===== config.mk =====
export PLATFORM = sky130hd
export DESIGN_NAME = bongo_move_scheduler_flat
export DESIGN_NICKNAME = d
export VERILOG_FILES = /design/src/rtl/bongo_pkg.sv /design/src/rtl/bongo_move_scheduler_if.sv /design/src/rtl/move_fifo.sv /design/src/rtl/bongo_move_scheduler.sv /design/src/flat_wrapper.sv
export SDC_FILE = /design/constraint.sdc
export NUM_CORES = 1
export LEC_CHECK = 0
export ABC_AREA = 1
export CAP_MARGIN = 20
export CORE_ASPECT_RATIO = 1.4
export CORE_MARGIN = 1.5
export CORE_UTILIZATION = 54
export CTS_CLUSTER_SIZE = 40
export DETAILED_ROUTE_END_ITERATION = 6
export GPL_ROUTABILITY_DRIVEN = 0
export GPL_TIMING_DRIVEN = 1
export PLACE_DENSITY = 0.74
export SYNTH_ARGS = -nofsm -noshare
export SYNTH_HDL_FRONTEND = slang
export SYNTH_HIERARCHICAL = 1
export SYNTH_SLANG_ARGS = --single-unit

===== constraint.sdc =====
create_clock -name clk -period 2.2 [get_ports clk]
set_input_delay 0.44 -clock clk [delete_from_list [all_inputs] [get_ports clk]]
set_output_delay 0.44 -clock clk [all_outputs]
set_load 0.03 [all_outputs]

===== src/rtl/bongo_pkg.sv =====
// Shared types and helpers for the bongo move scheduler.
//   move_t     : 2-bit move code (NONE/RIGHT/LEFT/BOTH)
//   LED_W      : LED ring width
//   LED_INIT   : LED ring value after reset
//   classify() : maps the 4-bit bongo pad vector to a move class
package bongo_pkg;

  typedef enum logic [1:0] {
    NONE  = 2'b00,
    RIGHT = 2'b01,
    LEFT  = 2'b10,
    BOTH  = 2'b11
  } move_t;

  localparam int unsigned LED_W = 10;
  localparam logic [LED_W-1:0] LED_INIT = 10'b0000100000;

  // Pads 3 and 1 are the left drum, pads 2 and 0 the right drum.
  function automatic move_t classify(input logic [3:0] buttons);
    logic left;
    logic right;
    left  = buttons[3] | buttons[1];
    right = buttons[2] | buttons[0];
    if (left && right) return BOTH;
    if (left)          return LEFT;
    if (right)         return RIGHT;
    return NONE;
  endfunction

endpackage


===== src/rtl/bongo_move_scheduler_if.sv =====
// Bus between the bongo decoder/LED board and the move scheduler.
//   buttons    : decoded bongo pads (into the scheduler)
//   leds       : LED ring
//   move_valid : one-cycle pulse per applied move
//   move_code  : applied move code, valid with move_valid
//   fifo_full  : move queue full
//   drop_count : saturating count of dropped moves
// Modports: slave = scheduler side, master = driver/observer side.
interface bongo_move_scheduler_if;
  import bongo_pkg::*;

  logic [3:0]       buttons;
  logic [LED_W-1:0] leds;
  logic             move_valid;
  logic [1:0]       move_code;
  logic             fifo_full;
  logic [7:0]       drop_count;

  modport slave (
    input  buttons,
    output leds, move_valid, move_code, fifo_full, drop_count
  );

  modport master (
    output buttons,
    input  leds, move_valid, move_code, fifo_full, drop_count
  );

endinterface


===== src/rtl/move_fifo.sv =====
// Synchronous FIFO for queued moves.
//   clk, rst_n  : clock, asynchronous active-low reset (empties the queue)
//   push, din   : write request and data
//   pop, dout   : read request and head-of-queue data
//   empty, full : occupancy flags
// A push while full is accepted when a pop happens in the same cycle.
module move_fifo #(
  parameter int unsigned WIDTH = 2,
  parameter int unsigned DEPTH = 4
) (
  input  logic             clk,
  input  logic             rst_n,
  input  logic             push,
  input  logic [WIDTH-1:0] din,
  input  logic             pop,
  output logic [WIDTH-1:0] dout,
  output logic             empty,
  output logic             full
);

  localparam int unsigned AW = $clog2(DEPTH);

  // Pointers carry one extra wrap bit to tell full from empty.
  logic [AW:0]      wr_q, rd_q;
  logic [WIDTH-1:0] mem_q [DEPTH];
  logic             do_push, do_pop;

  assign empty   = (wr_q == rd_q);
  assign full    = (wr_q[AW] != rd_q[AW]) && (wr_q[AW-1:0] == rd_q[AW-1:0]);
  assign do_pop  = pop && !empty;
  assign do_push = push && (!full || do_pop);
  assign dout    = mem_q[rd_q[AW-1:0]];

  always_ff @(posedge clk or negedge rst_n) begin
    if (!rst_n) begin
      wr_q <= '0;
      rd_q <= '0;
    end else begin
      if (do_push) wr_q <= wr_q + (AW+1)'(1);
      if (do_pop)  rd_q <= rd_q + (AW+1)'(1);
    end
  end

  always_ff @(posedge clk) begin
    if (do_push) mem_q[wr_q[AW-1:0]] <= din;
  end

endmodule


===== src/rtl/bongo_move_scheduler.sv =====
// Bongo move scheduler: samples the pad vector on a divided tick, debounces the
// move class, queues class changes as moves and applies them to the LED ring at
// a rate-limited step interval.
//   clk, rst_n : clock, asynchronous active-low reset
//   bus        : slave side of bongo_move_scheduler_if (buttons in; leds,
//                move_valid, move_code, fifo_full, drop_count out)
module bongo_move_scheduler
  import bongo_pkg::*;
#(
  parameter int unsigned CLK_DIV     = 100000,
  parameter int unsigned DEBOUNCE    = 3,
  parameter int unsigned STEP_CYCLES = 2500000,
  parameter int unsigned FIFO_DEPTH  = 4
) (
  input logic                   clk,
  input logic                   rst_n,
  bongo_move_scheduler_if.slave bus
);

  localparam int unsigned DivW  = $clog2(CLK_DIV);
  localparam int unsigned CntW  = $clog2(DEBOUNCE + 1);
  localparam int unsigned StepW = $clog2(STEP_CYCLES + 1);

  logic [DivW-1:0]  div_q;
  logic             tick;
  move_t            cand_q, cand_d, stable_q, stable_d, sample;
  logic [CntW-1:0]  cnt_q, cnt_d;
  logic             push, pop, drop;
  logic [StepW-1:0] step_q;
  logic [1:0]       fifo_dout;
  logic             fifo_empty, fifo_full;
  logic [LED_W-1:0] leds_q;
  logic             move_valid_q;
  logic [1:0]       move_code_q;
  logic [7:0]       drop_q;

  function automatic logic [LED_W-1:0] apply_move(input logic [LED_W-1:0] l, input move_t m);
    case (m)
      LEFT:    return {l[LED_W-2:0], l[LED_W-1]};
      RIGHT:   return {l[0], l[LED_W-1:1]};
      BOTH:    return (l << 1) | (l >> 1);
      default: return l;
    endcase
  endfunction

  assign tick = (div_q == DivW'(CLK_DIV - 1));

  // Debounce: stable follows cand once DEBOUNCE consecutive ticks agree; every
  // stable change to a non-NONE class becomes one queued move.
  always_comb begin
    sample   = classify(bus.buttons);
    cand_d   = cand_q;
    cnt_d    = cnt_q;
    stable_d = stable_q;
    push     = 1'b0;
    if (tick) begin
      if (sample != cand_q) begin
        cand_d = sample;
        cnt_d  = CntW'(1);
      end else if (cnt_q != CntW'(DEBOUNCE)) begin
        cnt_d = cnt_q + CntW'(1);
      end
      if (cnt_d == CntW'(DEBOUNCE) && cand_d != stable_q) begin
        stable_d = cand_d;
        push     = (cand_d != NONE);
      end
    end
  end

  // Pop uses the registered empty flag, so a fresh push waits at least a clock.
  assign pop  = !fifo_empty && (step_q == '0);
  assign drop = push && fifo_full && !pop;

  move_fifo #(
    .WIDTH (2),
    .DEPTH (FIFO_DEPTH)
  ) u_fifo (
    .clk   (clk),
    .rst_n (rst_n),
    .push  (push),
    .din   (stable_d),
    .pop   (pop),
    .dout  (fifo_dout),
    .empty (fifo_empty),
    .full  (fifo_full)
  );

  always_ff @(posedge clk or negedge rst_n) begin
    if (!rst_n) begin
      div_q        <= '0;
      cand_q       <= NONE;
      cnt_q        <= '0;
      stable_q     <= NONE;
      step_q       <= '0;
      leds_q       <= LED_INIT;
      move_valid_q <= 1'b0;
      move_code_q  <= 2'b00;
      drop_q       <= '0;
    end else begin
      div_q    <= tick ? '0 : div_q + DivW'(1);
      cand_q   <= cand_d;
      cnt_q    <= cnt_d;
      stable_q <= stable_d;
      if (drop && drop_q != 8'hFF) drop_q <= drop_q + 8'd1;
      move_valid_q <= pop;
      if (pop) begin
        step_q      <= StepW'(STEP_CYCLES - 1);
        leds_q      <= apply_move(leds_q, move_t'(fifo_dout));
        move_code_q <= fifo_dout;
      end else if (step_q != '0) begin
        step_q <= step_q - StepW'(1);
      end
    end
  end

  assign bus.leds       = leds_q;
  assign bus.move_valid = move_valid_q;
  assign bus.move_code  = move_code_q;
  assign bus.fifo_full  = fifo_full;
  assign bus.drop_count = drop_q;

endmodule


===== src/flat_wrapper.sv =====
// flat-port wrapper written by rule: the top's interface ports become plain ports
module bongo_move_scheduler_flat import bongo_pkg::*;
#(
  parameter int unsigned CLK_DIV     = 100000,
  parameter int unsigned DEBOUNCE    = 3,
  parameter int unsigned STEP_CYCLES = 2500000,
  parameter int unsigned FIFO_DEPTH  = 4
)
  (clk, rst_n, bus_buttons, bus_leds, bus_move_valid, bus_move_code, bus_fifo_full, bus_drop_count);
  bongo_move_scheduler_if bus_i ();
  input logic clk;
  input logic rst_n;
  input wire logic [$bits(bus_i.buttons)-1:0] bus_buttons;
  output wire logic [$bits(bus_i.leds)-1:0] bus_leds;
  output wire logic [$bits(bus_i.move_valid)-1:0] bus_move_valid;
  output wire logic [$bits(bus_i.move_code)-1:0] bus_move_code;
  output wire logic [$bits(bus_i.fifo_full)-1:0] bus_fifo_full;
  output wire logic [$bits(bus_i.drop_count)-1:0] bus_drop_count;
  assign bus_i.buttons = bus_buttons;
  assign bus_leds = bus_i.leds;
  assign bus_move_valid = bus_i.move_valid;
  assign bus_move_code = bus_i.move_code;
  assign bus_fifo_full = bus_i.fifo_full;
  assign bus_drop_count = bus_i.drop_count;
  bongo_move_scheduler #(.CLK_DIV(CLK_DIV), .DEBOUNCE(DEBOUNCE), .STEP_CYCLES(STEP_CYCLES), .FIFO_DEPTH(FIFO_DEPTH)) u_core (.clk(clk), .rst_n(rst_n), .bus(bus_i));
endmodule

==> results.json <==
{
  "status": "finished clean",
  "synth.yosys.seq_area_share_pct": 45.3,
  "yosysTopAreaCell": "sky130_fd_sc_hd__dfrtp_1",
  "worstReg2RegEnd": "u_core/u_fifo/mem_q[0][0]$_DFFE_PP_",
  "static-leakage-power_uw": 0.00272,
  "clock_sinks": 80,
  "clock_tree.root_cell": "sky130_fd_sc_hd__clkbuf_16",
  "tightest_slew_ns": 0.447,
  "critical_path.slowest_cell": "sky130_fd_sc_hd__dfrtp_1",
  "yosys_warnings": 6,
  "timing.final.max_slew_violations": 0,
  "finalCriticalPeriod_ns": 2.05,
  "numPortBuffers": 27,
  "max_slew_margin_pct": 70.2,
  "synth.lib_cells_used.distinct": 38,
  "core_um2": 8150,
  "fin_crit_sh_pct": 93.2,
  "grt_first_pass_wirelength_um": 16500,
  "critPathLaunchType": "flop",
  "cts_tree": "built",
  "async_reset_ff_share_pct": 90.0,
  "cp.depth": 6,
  "clkSlewWorstSetupHoldPaths_ns": 0.06,
  "timing.critical_path.mode_cell": "sky130_fd_sc_hd__nand2_1",
  "reg2reg_depth": 9,
  "synthTopCellsByArea": "sky130_fd_sc_hd__dfrtp_1 39%, sky130_fd_sc_hd__nand2_1 9.7%, sky130_fd_sc_hd__nor2_1 5.7%, sky130_fd_sc_hd__edfxtp_1 5.3%, sky130_fd_sc_hd__inv_1 5.0%",
  "placement_rows": 39,
  "clockBufferDepth": 2,
  "ctsHtreeMaxLevel": 3,
  "crit-reg2reg-launch": "u_core/step_q[6]$_DFFE_PN0P_",
  "setup.worst_path.start": "u_core/u_fifo/wr_q[1]$_DFFE_PN0P_",
  "postSynthNetCount": 555,
  "post_drt_via_cell_ratio": 5.29,
  "die_w_um": 80.2,
  "cellInternalPower_uw": 2500,
  "regToRegSetupSlack_ns": 0.18,
  "worst_setup_path_endpoint": "bus_fifo_full",
  "setup-tns-final_ns": 0,
  "initial_cell_density_of_the_core_pct": 55.3,
  "tot_gr_track_use_pct": 23.9,
  "drtPass1Iterations": 5,
  "post-cts-setup-buffers": 0,
  "power_frac_comb_pct": 1.7,
  "maxCapViolCount": 0,
  "synth_common_cells": "117 x sky130_fd_sc_hd__nand2_1, 71 x sky130_fd_sc_hd__dfrtp_1, 68 x sky130_fd_sc_hd__nor2_1",
  "synth_edf_count": 8,
  "design.die.area_um2": 8910,
  "post_route_cells_drive_above_1_share_pct": 17.9,
  "fmaxAchievable_mhz": 488,
  "cts_buf_count": 9,
  "crit_arrival_ns": 1.61,
  "worst-path-buf-inv": 2,
  "family_with_the_most_delay_on_the_worst_path": "simple AND/OR/NAND/NOR gates",
  "timing.final.hold_violations": 0,
  "num_vias": 3670,
  "worst_endpoint_required_time_ns": 1.76,
  "floorplan.io_pins": 28,
  "yosysTopAreaCellShare_pct": 39.4,
  "critical_path.max_stage_delay_ns": 0.42,
  "pwr_density_cell_nw_per_um2": 593,
  "area_delta_synth_final_pct": 17.7,
  "switching_pwr_uw": 650,
  "synth_ff_type": "sky130_fd_sc_hd__dfrtp_1",
  "via_count_of_the_first_global_routing_pass": 3657,
  "ys_ff_latch": 80,
  "drt-total-wl_um": 9590,
  "cts.hold.buffers_added": 0,
  "post_cts_resize_count": 0,
  "seqPwrFrac_pct": 47.3,
  "critical_path.endpoint_type": "output port",
  "grt_overflow": 0,
  "design.final.nets": 602,
  "routed_wire_length_per_instance_um": 13.8,
  "post_synth_instance_area_um2": 4510,
  "finalHoldWorstSlack_ns": 0.107,
  "post_synth.cell_area_avg_um2": 8.34,
  "die-height_um": 111,
  "drc": 0,
  "yosysMostFrequentCell": "sky130_fd_sc_hd__nand2_1",
  "clock-skew-final_ns": 0.00760,
  "synthCells": 540,
  "grt_setup_unrepaired": "no",
  "crit_chain": "inv_1 > nand2_1 > nand2_1 > nand2_1 > nor2_1 > buf_4",
  "diodes": 0,
  "drt-initial-drc-count": 201,
  "largest_driver_fanout_on_the_critical_path": 5,
  "grt_antenna_before_repair": 0,
  "ir_worst_vdd_v": 0.000508,
  "critPathKind": "reg -> out",
  "clock_insertion_delay_worst_skew_ns": 0.34,
  "clockPowerShare_pct": 51.0,
  "finalSetupViolations": 0,
  "drtAntennaViolNets": 0,
  "power.share.switching_pct": 20.6,
  "class_of_the_most_critical_hold_timing_path": "in -> async",
  "hpwl_after_detailed_placement_um": 7060,
  "maximum_number_of_pins_on_one_net_before_global_route_repair": 73
}
==> kinds of logic after synthesis <==
kind of cell | share of synthesized area [%]
mux | 0.444
buf+inv | 6.50
compound gates | 7.69
simple gates | 32.9
flops | 45.3
xor+xnor | 4.64
fa+ha+maj | 2.50
==> state kept, by name, indices dropped and copies added, names as in the netlist <==
| signal | flops |
|---|---|
| u_core/cand_q | 2 |
| u_core/bus.leds | 10 |
| u_core/u_fifo/mem_q | 8 |
| u_core/div_q | 17 |
| u_core/bus.move_code | 2 |
| u_core/stable_q | 2 |
| u_core/bus.move_valid | 1 |
| u_core/step_q | 22 |
| u_core/bus.drop_count | 8 |
| u_core/u_fifo/wr_q | 3 |
| u_core/cnt_q | 2 |
| u_core/u_fifo/rd_q | 3 |
==> worst min-delay path by stage <==
stage,to,cells after the start,start,slack [ns]
floorplan,u_core/bus.drop_count[0]$_DFFE_PN0P_,0,rst_n,0.14
global route,u_core/step_q[20]$_DFFE_PN0P_,2,rst_n,0.15
global placement,u_core/div_q[0]$_DFF_PN0_,1,u_core/div_q[0]$_DFF_PN0_,0.45
finish,u_core/step_q[20]$_DFFE_PN0P_,2,rst_n,0.11
CTS,u_core/step_q[20]$_DFFE_PN0P_,2,rst_n,0.14
detailed placement,u_core/div_q[0]$_DFF_PN0_,1,u_core/div_q[0]$_DFF_PN0_,0.47
==> metal layers <==
layer  GRT usage [%]  share of wire, %  up-vias
met5               0                 0        -
met4            11.7               2.9        0
met3            5.43               3.2       26
met2            41.2                54       68
met1            27.1                40     1745
li1                -                 -     1831
==> through the flow <==
stage	area, um^2	power (uW)	utilization, %	instances	setup WS [ns]
finish	5310	3150	65.1	694	0.150
global route	5310	3250	65.1	694	0.0151
CTS	5310	3180	65.1	694	0.0918
detailed placement	4980	1570	61.2	678	-0.00512
global placement	4980	1570	61.2	678	0.102
floorplan	4510	1530	-	540	0.187
==> worst register-to-register path: cells and delay by family (launching register included) <==
kind | cells | cell delay (ns)
buf+inv | 1 | 0.09
flops | 1 | 0.41
simple gates | 8 | 1.23
==> area by class of cell <==
cell class	instances	area (um^2)
clock buffer	9	225
clock inverter	7	95.1
fill	676	2840
inverter	69	259
multi-input combinational	387	2170
sequential	80	2040
tap	102	128
timing repair buffer	40	385
==> power by group through the flow <==
stage	combinational [uW]	sequential, uW	clock [uW]
2_1_floorplan	12.6	1520	0
3_3_place_gp	54.5	1520	0
3_5_place_dp	55.8	1520	0
4_1_cts	55.9	1490	1630
5_1_grt	63.0	1490	1700
6_report	53.4	1490	1600
==> layout by cell type (no fill, tap or decap), types with 12 or more instances in the layout <==
master	instances
sky130_fd_sc_hd__nand2_1	117
sky130_fd_sc_hd__nor3_1	15
sky130_fd_sc_hd__dfrtp_1	71
sky130_fd_sc_hd__o21ai_0	20
sky130_fd_sc_hd__nor2_1	68
sky130_fd_sc_hd__clkdlybuf4s50_1	25
sky130_fd_sc_hd__nand4_1	13
sky130_fd_sc_hd__inv_1	60
sky130_fd_sc_hd__nand2_2	18
sky130_fd_sc_hd__nor2_2	16
sky130_fd_sc_hd__buf_4	12
sky130_fd_sc_hd__xor2_1	18
sky130_fd_sc_hd__nand3_1	26
No activity file was read; power rests on OpenSTA's default activity.
